$ cat config.mk
export PLATFORM = sky130hd
export DESIGN_NAME = mem_bus_arbiter
export DESIGN_NICKNAME = d
export VERILOG_FILES = /design/src/rtl/mem_bus_arbiter.sv
export SDC_FILE = /design/constraint.sdc
export NUM_CORES = 1
export LEC_CHECK = 0
export CAP_MARGIN = 0
export CORE_UTILIZATION = 45
export CTS_BUF_LIST = sky130_fd_sc_hd__clkbuf_8
export DETAILED_ROUTE_END_ITERATION = 6
export DONT_BUFFER_PORTS = 1
export HOLD_SLACK_MARGIN = 0.1
export MAX_ROUTING_LAYER = met4
export PLACE_DENSITY_LB_ADDON = 0.05
export SYNTH_ARGS = -nofsm -noshare
export SYNTH_HDL_FRONTEND = slang
export SYNTH_SLANG_ARGS = --single-unit
$ cat constraint.sdc
create_clock -name clk -period 1.8 [get_ports clk]
set_input_delay 0.54 -clock clk [delete_from_list [all_inputs] [get_ports clk]]
set_output_delay 0.54 -clock clk [all_outputs]
set_load 0.01 [all_outputs]
$ cat src/rtl/mem_bus_arbiter.sv
// Arbitrates one external memory port between instruction fetch and the MEM-stage
// load/store path, sequencing each access as a held req/ack bus transaction.
module mem_bus_arbiter #(
  parameter int TIMEOUT = 15
) (
  input  logic        clk,
  input  logic        resetn,
  input  logic        inst_req,
  input  logic [31:0] inst_addr,
  output logic [31:0] inst_rdata,
  output logic        inst_ready,
  input  logic        data_req,
  input  logic        data_we,
  input  logic [31:0] data_addr,
  input  logic [31:0] data_wdata,
  output logic [31:0] data_rdata,
  output logic        data_ready,
  input  logic        flush,
  output logic        bus_req,
  output logic        bus_we,
  output logic [31:0] bus_addr,
  output logic [31:0] bus_wdata,
  input  logic [31:0] bus_rdata,
  input  logic        bus_ack,
  output logic        bus_err,
  output logic        stall_req
);

  localparam logic [7:0] LAST_WAIT = 8'(TIMEOUT - 1);

  typedef enum logic [1:0] {IDLE, DATA, INST, RESP} state_t;
  typedef enum logic {GRANT_INST, GRANT_DATA} grant_t;

  state_t     state;
  grant_t     last_grant;
  grant_t     owner;
  logic [7:0] wait_cnt;
  logic       fetch_killed;

  logic inst_ok;
  logic pick_data;
  logic pick_inst;
  logic kill_now;
  logic timed_out;

  assign stall_req = (data_req & ~data_ready) | (inst_req & ~inst_ready);

  // Data wins a collision unless it was the last one served, so neither side starves.
  always_comb begin
    inst_ok   = inst_req & ~flush;
    pick_data = data_req & (~inst_ok | (last_grant == GRANT_INST));
    pick_inst = inst_ok & ~pick_data;
    kill_now  = fetch_killed | flush;
    timed_out = (wait_cnt == LAST_WAIT);
  end

  // NOTE: all state and registered outputs use non-blocking assignments so every
  // branch below reads the pre-edge values, independent of statement order.
  always_ff @(posedge clk) begin
    if (!resetn) begin
      state        <= IDLE;
      last_grant   <= GRANT_INST;
      owner        <= GRANT_INST;
      wait_cnt     <= '0;
      fetch_killed <= 1'b0;
      bus_req      <= 1'b0;
      bus_we       <= 1'b0;
      bus_addr     <= '0;
      bus_wdata    <= '0;
      inst_rdata   <= '0;
      data_rdata   <= '0;
      inst_ready   <= 1'b0;
      data_ready   <= 1'b0;
      bus_err      <= 1'b0;
    end else begin
      inst_ready <= 1'b0;
      data_ready <= 1'b0;
      bus_err    <= 1'b0;
      case (state)
        IDLE: begin
          wait_cnt     <= '0;
          fetch_killed <= 1'b0;
          if (pick_data) begin
            bus_req   <= 1'b1;
            bus_we    <= data_we;
            bus_addr  <= data_addr;
            bus_wdata <= data_wdata;
            owner     <= GRANT_DATA;
            state     <= DATA;
          end else if (pick_inst) begin
            bus_req   <= 1'b1;
            bus_we    <= 1'b0;
            bus_addr  <= inst_addr;
            bus_wdata <= '0;
            owner     <= GRANT_INST;
            state     <= INST;
          end
        end
        DATA: begin
          if (bus_ack) begin
            bus_req    <= 1'b0;
            data_ready <= 1'b1;
            if (!bus_we) data_rdata <= bus_rdata;
            state      <= RESP;
          end else if (timed_out) begin
            bus_req    <= 1'b0;
            data_ready <= 1'b1;
            bus_err    <= 1'b1;
            data_rdata <= '0;
            state      <= RESP;
          end else begin
            wait_cnt <= wait_cnt + 8'd1;
          end
        end
        INST: begin
          // A flushed fetch still finishes on the bus; only the ready pulse is withheld.
          if (flush) fetch_killed <= 1'b1;
          if (bus_ack) begin
            bus_req    <= 1'b0;
            inst_rdata <= bus_rdata;
            inst_ready <= ~kill_now;
            state      <= RESP;
          end else if (timed_out) begin
            bus_req    <= 1'b0;
            inst_rdata <= '0;
            inst_ready <= ~kill_now;
            bus_err    <= ~kill_now;
            state      <= RESP;
          end else begin
            wait_cnt <= wait_cnt + 8'd1;
          end
        end
        RESP: begin
          last_grant <= owner;
          state      <= IDLE;
        end
        default: state <= IDLE;
      endcase
    end
  end

endmodule
# Yosys cells after proc, flatten, opt, wreduce, memory -nomap -nowiden
# Index checks and enable logic that the tools add are counted.
word_totals:
  register_bits: 146
  input_bits: 135
  output_inout_bits: 134
  wordCells: 88
op_classes:
  add_sub_neg: 1
  n_eq_ne: 10
  mux: 33
  bitwise: 15
  n_reduce_logical: 15
op_table:
  columns: ["op", "n"]
  rows:
  - ["two-way mux 32 bit", 8]
  - ["two-way mux 8 bit", 2]
  - ["one-hot mux 8 bit (2 select lines)", 1]
  - ["two-way mux 1 bit", 14]
  - ["AND reduction 2 bit", 6]
  - ["AND reduction 3 bit", 3]
  - ["adder 8 x 1 -> 8 bit (second input constant)", 1]
  - ["== test 8 x 4 -> 1 bit (second input constant)", 1]
  - ["two-way mux 2 bit", 4]
  - ["inequality test 2 bit (second input constant)", 4]
  - ["nonzero test 2 bit", 4]
  - ["inverter 1 bit", 7]
  - ["one-hot mux 1 bit (2 select lines)", 3]
  - ["one-hot mux 2 bit (3 select lines)", 1]
  - ["AND 1 bit", 5]
  - ["== test 2 bit (second input constant)", 2]
  - ["inequality test 3 x 1 -> 1 bit (second input constant)", 1]
  - ["inequality test 3 bit (second input constant)", 1]
  - ["bitwise OR 1 bit", 3]
  - ["== test 2 x 1 -> 1 bit (second input constant)", 1]
  - ["logical NOT 2 bit", 1]
  - ["OR reduction 2 bit", 1]

# Logic depth before layout (Yosys ltp)
# Gate-level depths: netlist (run 1).
depth:
  word_depth: 10
  mapped_depth: 7
  mapped_depth_nobuf: 6

# Worst setup path before layout (run 1)
# Ideal clock, no wire load.
synth_timing:
  path_type: "register to register"
  startpoint: "reg wait_cnt[0]"
  endpoint: "reg wait_cnt[7]"
  setup_ns: 0.084
  t_arrival_ns: 1.588
  required_ns: 1.716
  slack_ns: 0.128
  stages_incl_launch_ff: 7
  path_buffers: 0
  synth_period_minus_slack_ns: 1.672
  cell_sequence: "dfxtp_1 > inv_1 > ha_1 > nand4b_1 > nor2_1 > or4_1 > o31ai_2"
synth_via:
  elab_chain_cells: 4
  elab_cells_between_ends: 7
  cone_classes: "add/sub (1); eq/ne (2); mux (3); reduce/logical (1)"
synth_rtl:
  columns: ["item", "line", "text"]
  rows:
  - ["start: declaration", "37", "logic [7:0] wait_cnt;"]
  - ["start signal: assignment", "112", "wait_cnt <= wait_cnt + 8'd1;"]
  - ["start signal: assignment", "130", "wait_cnt <= wait_cnt + 8'd1;"]
  - ["adder 8 x 1 -> 8 bit", "112, 130", null]
  - ["two-way mux 8 bit", "105, 123", null]
  - ["two-way mux 8 bit", "118", "if (bus_ack) begin"]
  - ["one-hot mux 8 bit (2 select lines)", "79", "case (state)"]
# Parallel ways exist; a longest one is shown, timed or not. The select of a mux whose other input is x is not followed.
# A chain may end at the register's enable or synchronous reset.

# Final worst setup path (run 1)
layout_timing:
  startpoint: "reg wait_cnt[0]"
  endpoint: "reg inst_rdata[24]"
layout_via:
  elab_chain_cells: 3
layout_rtl:
  columns: ["item", "line", "text"]
  rows:
  - ["== test 8 x 4 -> 1 bit", "54", "timed_out = (wait_cnt == LAST_WAIT);"]
  - ["nonzero test 2 bit (no source line)", null, null]
  - ["AND reduction 2 bit (no source line)", null, null]
  - ["end signal: assignment", "120", "inst_rdata <= bus_rdata;"]
  - ["end: declaration", "10", "output logic [31:0] inst_rdata,"]
# Every way passes these cells.

==> impl_metrics.tcl, run 1 <==
set metrics [dict create \
    status "finished, violations left" \
    violations "DRC" \
    grt_usage_pct 21.0 \
    met2_length_mm 6.16 \
    total_power_mw 9.52 \
    worstSetupPathType "register to register" \
    avgRoutedWirePerCell_um 19.1 \
    ant_nets 0 \
    syn_to_final_growth_pct 12.9 \
    grt_pass1_wl_mm 19.7 \
    antenna_found_initial 0 \
    drv_cap 0 \
    arrival_ps 2080 \
    wl_mm 12.7 \
    cp_slowest_cell "dfxtp_2" \
    synth_ff_type "dfxtp_1" \
    numCtsBuffers 17 \
    worst-path-max-fanout 16 \
    rsz0062_at_grt "false" \
    cp-start-kind "register" \
    min_to "inst_rdata[17]$_SDFFE_PN0P_" \
    r2r-end "inst_rdata[24]$_SDFFE_PN0P_" \
    vias 3932 \
    clk_pin_slew_ps 80 \
    route.detailed.drc 39 \
    ys_seq_area_share_pct 54.3 \
    hold_viol 0 \
    initial_core_util_pct 46.7 \
    period_needed_ps 1690 \
    fin_nets 654 \
    hp-class "primary input to register" \
    r2r-start "wait_cnt[0]$_SDFFE_PN0P_" \
    critical_path.endpoint_type "register" \
    nFillCells 1045 \
    drtIter0Drc 358 \
    setup_viol_count_final 0 \
    synth_cell_types 50 \
    fin_area_um2 6080 \
    drtPass1Iterations 7 \
    intPower_mw 6.27 \
    synth_seq_cells 146 \
    ios 269 \
    dp_hpwl_mm 8.53 \
    syn_area_um2 5380 \
    layout_common_cells "dfxtp_1 (143), a22o_1 (62), a21oi_1 (43)" \
    seqCellArea_um2 2930 \
    maxSlewHeadroom_pct 75.0 \
    sw_frac_of_total_pct 34.1 \
    die_h_um 111 \
    drive_above_1_share_pct 14.3 \
    clock_skew_ps 11.3 \
    diodes 0 \
    htree_levels 4 \
    fmax_mhz 590 \
    cts-hold-fix-buffers 0 \
    power.share.sequential_pct 48.6 \
    gp_congestion 0.784 \
    grt_max_degree 65 \
    regToRegSetupSlack_ps 110 \
    clockBufferDepth 2 \
    comb_power_share_pct 24.1 \
    core_area_um2 11500 \
    cpPeakStageDelay_ps 330 \
    worst_ir_drop_vdd_v 0.000563 \
    num_rows 39 \
    cts_tree "yes" \
    tightest_slew_ps 373 \
    multi_input_area_um2 2270 \
    route.top_layer_used "met4" \
    worstPathRequired_ps 2180 \
    wl_met1_mm 5.20 \
    fin_crit_sh_pct 94.1 \
    tns_ps 0 \
    switchingPower_mw 3.25 \
    syn_nets 654 \
    slew_viol_final 0 \
    grt_pass1_vias 3728 \
    viasPerCell 5.89 \
    final_util_pct 52.8 \
    hold_ws_ps 216 \
    postPlaceCellArea_um2 5580 \
    die_width_um 111 \
    synth_edf_count 0 \
    avgSynthCellArea_um2 10.5 \
    cts-root-buf "clkbuf_8" \
    mostFrequentLayoutCell "dfxtp_1" \
    worstHoldPathCells 1 \
    postSynthCellCount 512 \
    path_buf_inv 2 \
    leakagePower_nw 2.43 \
    met3_length_mm 1.20 \
    clkLatencyLatePin_ps 440 \
    overflow 0 \
    hold_start "bus_rdata[17]" \
    reg2reg_depth 7 \
    critical-path-top-delay-family "compound AO/OA/AOI/OAI gates" \
    power_frac_clock_pct 27.3 \
    io_buffers 0 \
    cp_cell_sequence "inv_1, ha_2, and4b_1, a21o_1, a21oi_4, buf_12, a22o_1" \
    die_area_um2 12400 \
    p_per_area_nw_per_um2 1570 \
    async_flop_share_pct 0 \
    ys_warn_count 0 \
    cts_sinks 146 \
]
[worst max-delay path by stage]
| stage | start | to | depth (start not counted) |
|---|---|---|---|
| floorplan | wait_cnt[0]$_SDFFE_PN0P_ | wait_cnt[7]$_SDFFE_PN0P_ | 6 |
| global placement | wait_cnt[0]$_SDFFE_PN0P_ | inst_rdata[20]$_SDFFE_PN0P_ | 7 |
| detailed placement | state[0]$_SDFFE_PN0P_ | state[1]$_SDFFE_PN0P_ | 6 |
| CTS | state[0]$_SDFFE_PN0P_ | state[1]$_SDFFE_PN0P_ | 6 |
| global route | wait_cnt[0]$_SDFFE_PN0P_ | state[1]$_SDFFE_PN0P_ | 6 |
| finish | wait_cnt[0]$_SDFFE_PN0P_ | inst_rdata[24]$_SDFFE_PN0P_ | 7 |
[per-layer routing]
metal	vias to the layer above	global-route usage [%]
met4	0	9.01
li1	1904	-
met5	-	-
met2	173	33.2
met1	1841	23.5
met3	14	8.22
[area by class of cell]
class / count / share of cell area, %
repair buffers: 22 / 4.36
clock inverters: 11 / 2.06
multi-input cells: 318 / 37.3
well taps: 143 / 2.94
clock buffers: 21 / 4.76
inverters: 7 / 0.432
flip-flops and latches: 146 / 48.1
[power groups by stage]
stage / Combinational [mW] / Clock [mW] / Sequential (mW)
floorplan: 1.64 / 0 / 4.55
global placement: 2.11 / 0 / 4.70
detailed placement: 2.17 / 0 / 4.70
CTS: 2.18 / 2.67 / 4.63
global route: 2.57 / 2.81 / 4.71
finish: 2.29 / 2.59 / 4.63
[through the flow]
stage / std cells / setup WS [ps]
6_report: 668 / 106
5_1_grt: 668 / 10.6
4_1_cts: 664 / 26.6
3_5_place_dp: 632 / 52.7
3_3_place_gp: 632 / 116
2_1_floorplan: 512 / 128
[state kept, by name (all words and copies together), names as in the netlist]
signal,count
data_ready,1
inst_ready,1
bus_req,1
wait_cnt,8
last_grant,1
bus_addr,32
bus_wdata,32
inst_rdata,32
bus_err,1
state,2
data_rdata,32
fetch_killed,1
bus_we,1
owner,1
[cell families (layout without fill, tap and decap cells)]
kind of cell	after synthesis	after routing	synth area share, %
flops	146	146	54.3
buf+inv	48	61	4.39
fa+ha+maj	7	7	1.63
simple gates	81	81	7.63
mux	33	33	6.14
compound gates	197	197	25.9
[cells in the mapped netlist (3+ instances only)]
cell,count,area [um^2]
nand2_1,9,33.8
a21oi_1,43,215
o211ai_1,3,22.5
nand2b_1,5,31.3
buf_4,3,22.5
or4_1,5,37.5
mux2i_1,33,330
inv_1,6,22.5
buf_6,3,33.8
dfxtp_1,146,2920
ha_1,7,87.6
nand3_1,4,20.0
a22o_1,62,543
buf_2,10,50.1
nor2_1,41,154
a22oi_1,33,248
clkbuf_1,23,86.3
o21ai_0,35,175
[timing repair]
item | in CTS | in global routing
buffers inserted | 0 | 2
resized for setup | 0 | 9
setup endpoints to repair | 0 | 40
hold endpoints to repair | 0 | 0
Note: power is estimated with default switching activity, not from simulation.
==> inputs of run 2 (changes only) <==
--- a/config.mk
+++ b/config.mk
@@ -7,7 +7,7 @@
 export LEC_CHECK = 0
 export CAP_MARGIN = 0
 export CORE_UTILIZATION = 45
-export CTS_BUF_LIST = sky130_fd_sc_hd__clkbuf_8
+export CTS_BUF_LIST = sky130_fd_sc_hd__clkbuf_4 sky130_fd_sc_hd__clkbuf_8
 export DETAILED_ROUTE_END_ITERATION = 6
 export DONT_BUFFER_PORTS = 1
 export HOLD_SLACK_MARGIN = 0.1
==> constraint.sdc (replaced) <==
create_clock -name clk -period 1.5 [get_ports clk]
set_input_delay 0.45 -clock clk [delete_from_list [all_inputs] [get_ports clk]]
set_output_delay 0.45 -clock clk [all_outputs]
set_load 0.01 [all_outputs]
==> run 2 against run 1 <==
The flow finishes with violations (DRC, setup timing); global-route usage barely moved; sequential share of layout area fell by 3.2 points; cell area rose by 7.5%; critical path type unchanged.
==> impl_metrics.tcl, run 2 (same netlist as run 1, synthesis figures left out) <==
set metrics [dict create \
    cts_tree "yes" \
    io_buffers 0 \
    clock_skew_ps 5.47 \
    clk_pin_slew_ps 70 \
    gp_congestion 0.770 \
    hp-class "primary input to register" \
    clkLatencyLatePin_ps 430 \
    status "finished, violations left" \
    wl_mm 13.5 \
    worst_ir_drop_vdd_v 0.00105 \
    diodes 0 \
    die_h_um 111 \
    clockBufferDepth 2 \
    cts_sinks 146 \
    r2r-start "wait_cnt[0]$_SDFFE_PN0P_" \
    power_frac_clock_pct 24.2 \
    viasPerCell 5.90 \
    core_area_um2 11500 \
    route.detailed.drc 35 \
    worstPathRequired_ps 1830 \
    num_rows 39 \
    antenna_found_initial 0 \
    critical_path.endpoint_type "register" \
    grt_max_degree 65 \
    grt_usage_pct 21.0 \
    violations "DRC, setup timing" \
    switchingPower_mw 4.13 \
    p_per_area_nw_per_um2 1850 \
    period_needed_ps 1630 \
    hold_viol 0 \
    seqCellArea_um2 2930 \
    cp-start-kind "register" \
    fin_nets 687 \
    ios 269 \
    dp_cells 655 \
    vias 4117 \
    drtPass1Iterations 7 \
    arrival_ps 1960 \
    comb_power_share_pct 30.0 \
    leakagePower_nw 2.65 \
    finalNonFillerCells 698 \
    fin_ws_ps -132 \
    rsz0062_at_grt "true" \
    tns_ps -7000 \
    tightest_slew_ps 433 \
    mostFrequentLayoutCell "dfxtp_1" \
    numCtsBuffers 17 \
    worstSetupPathType "register to register" \
    maxSlewHeadroom_pct 71.0 \
    total_power_mw 12.1 \
    syn_to_final_growth_pct 21.4 \
    drtIter0Drc 381 \
    drive_above_1_share_pct 23.8 \
    grt_pass1_vias 4025 \
    nFillCells 1015 \
    power.share.sequential_pct 45.8 \
    intPower_mw 7.97 \
    avgRoutedWirePerCell_um 19.4 \
    fin_crit_sh_pct 109 \
    die_width_um 111 \
    multi_input_area_um2 2430 \
    ant_nets 0 \
    dp_hpwl_mm 8.48 \
    setup.worst_path.start "wait_cnt[0]$_SDFFE_PN0P_" \
    sw_frac_of_total_pct 34.1 \
    slew_viol_final 0 \
    htree_levels 4 \
    layout_common_cells "dfxtp_1 (137), a22o_1 (62), a21oi_1 (39), nor2_1 (39), buf_4 (35)" \
    fmax_mhz 613 \
    die_area_um2 12400 \
    overflow 0 \
    setup_viol_count_final 72 \
    drv_cap 0 \
    grt_pass1_wl_mm 20.1 \
    worst-path-max-fanout 3 \
    initial_core_util_pct 46.7 \
    hold_start "bus_rdata[20]" \
    cts-root-buf "clkbuf_8" \
]
[run 2: power groups by stage]
stage / clock network [mW] / registers (mW) / logic (mW)
after detailed placement: 0 / 5.62 / 2.90
after global routing: 3.18 / 5.62 / 3.96
after global placement: 0 / 5.64 / 2.83
after CTS: 3.02 / 5.55 / 3.26
final: 2.93 / 5.55 / 3.63
after floorplan: 0 / 5.46 / 2.01
[run 2: area by class of cell]
cell class,instances,share of cell area [%]
clock buffers,20,4.12
clock inverters,9,1.67
inverters,7,0.402
multi-input cells,319,37.2
flip-flops and latches,146,44.9
well taps,143,2.74
repair buffers,54,8.93
[run 2: layer usage]
metal	wire, um	global-route usage (%)	part of all wire, %	up-vias
met5	0	-	0	-
met4	194	7.84	1.4	0
met3	1100	7.08	8.1	14
met2	6690	35.3	49	177
met1	5560	23.0	41	1962
li1	-	-	-	1964
[run 2: final timing paths]
kind	to	slack (ps)	cells past startpoint
max	wait_cnt[3]$_SDFFE_PN0P_	-130	7
min	inst_rdata[20]$_SDFFE_PN0P_	140	1
max reg2reg	wait_cnt[3]$_SDFFE_PN0P_	-130	7
min reg2reg	wait_cnt[4]$_SDFFE_PN0P_	490	2
[run 2: repair_timing]
action	in CTS	in global routing
buffers inserted	9	2
cloned	1	2
pin swaps	28	16
endpoints found under the setup margin	112	122
hold buffers	0	0
resized for setup	22	21
[run 2: per-stage QoR]
| step | worst slack [ps] | util (%) | area [um^2] | hold WS (ps) |
|---|---|---|---|---|
| global placement | -460 | 50.3 | 5790 | 457 |
| floorplan | -40.3 | - | 5440 | 450 |
| CTS | -123 | 55.2 | 6360 | 103 |
| detailed placement | -521 | 50.3 | 5790 | 476 |
| finish | -132 | 56.7 | 6530 | 137 |
| global route | -217 | 56.7 | 6530 | 102 |
[run 2: worst max-delay path, stage by stage (launching register included)]
cell and delay, ps:
dfxtp_2 340, inv_2 50, ha_4 150, and4b_1 190, a21o_1 230, buf_6 140, o211a_1 210, o31a_1 230
==> inputs of run 3 (changes only) <==
--- a/config.mk
+++ b/config.mk
@@ -10,6 +10,7 @@
 export CTS_BUF_LIST = sky130_fd_sc_hd__clkbuf_4 sky130_fd_sc_hd__clkbuf_8
 export DETAILED_ROUTE_END_ITERATION = 6
 export DONT_BUFFER_PORTS = 1
+export GPL_ROUTABILITY_DRIVEN = 0
 export HOLD_SLACK_MARGIN = 0.1
 export MAX_ROUTING_LAYER = met4
 export PLACE_DENSITY_LB_ADDON = 0.05
==> results of run 3 <==
Final layout, timing and power as in run 2 (identical DEF).
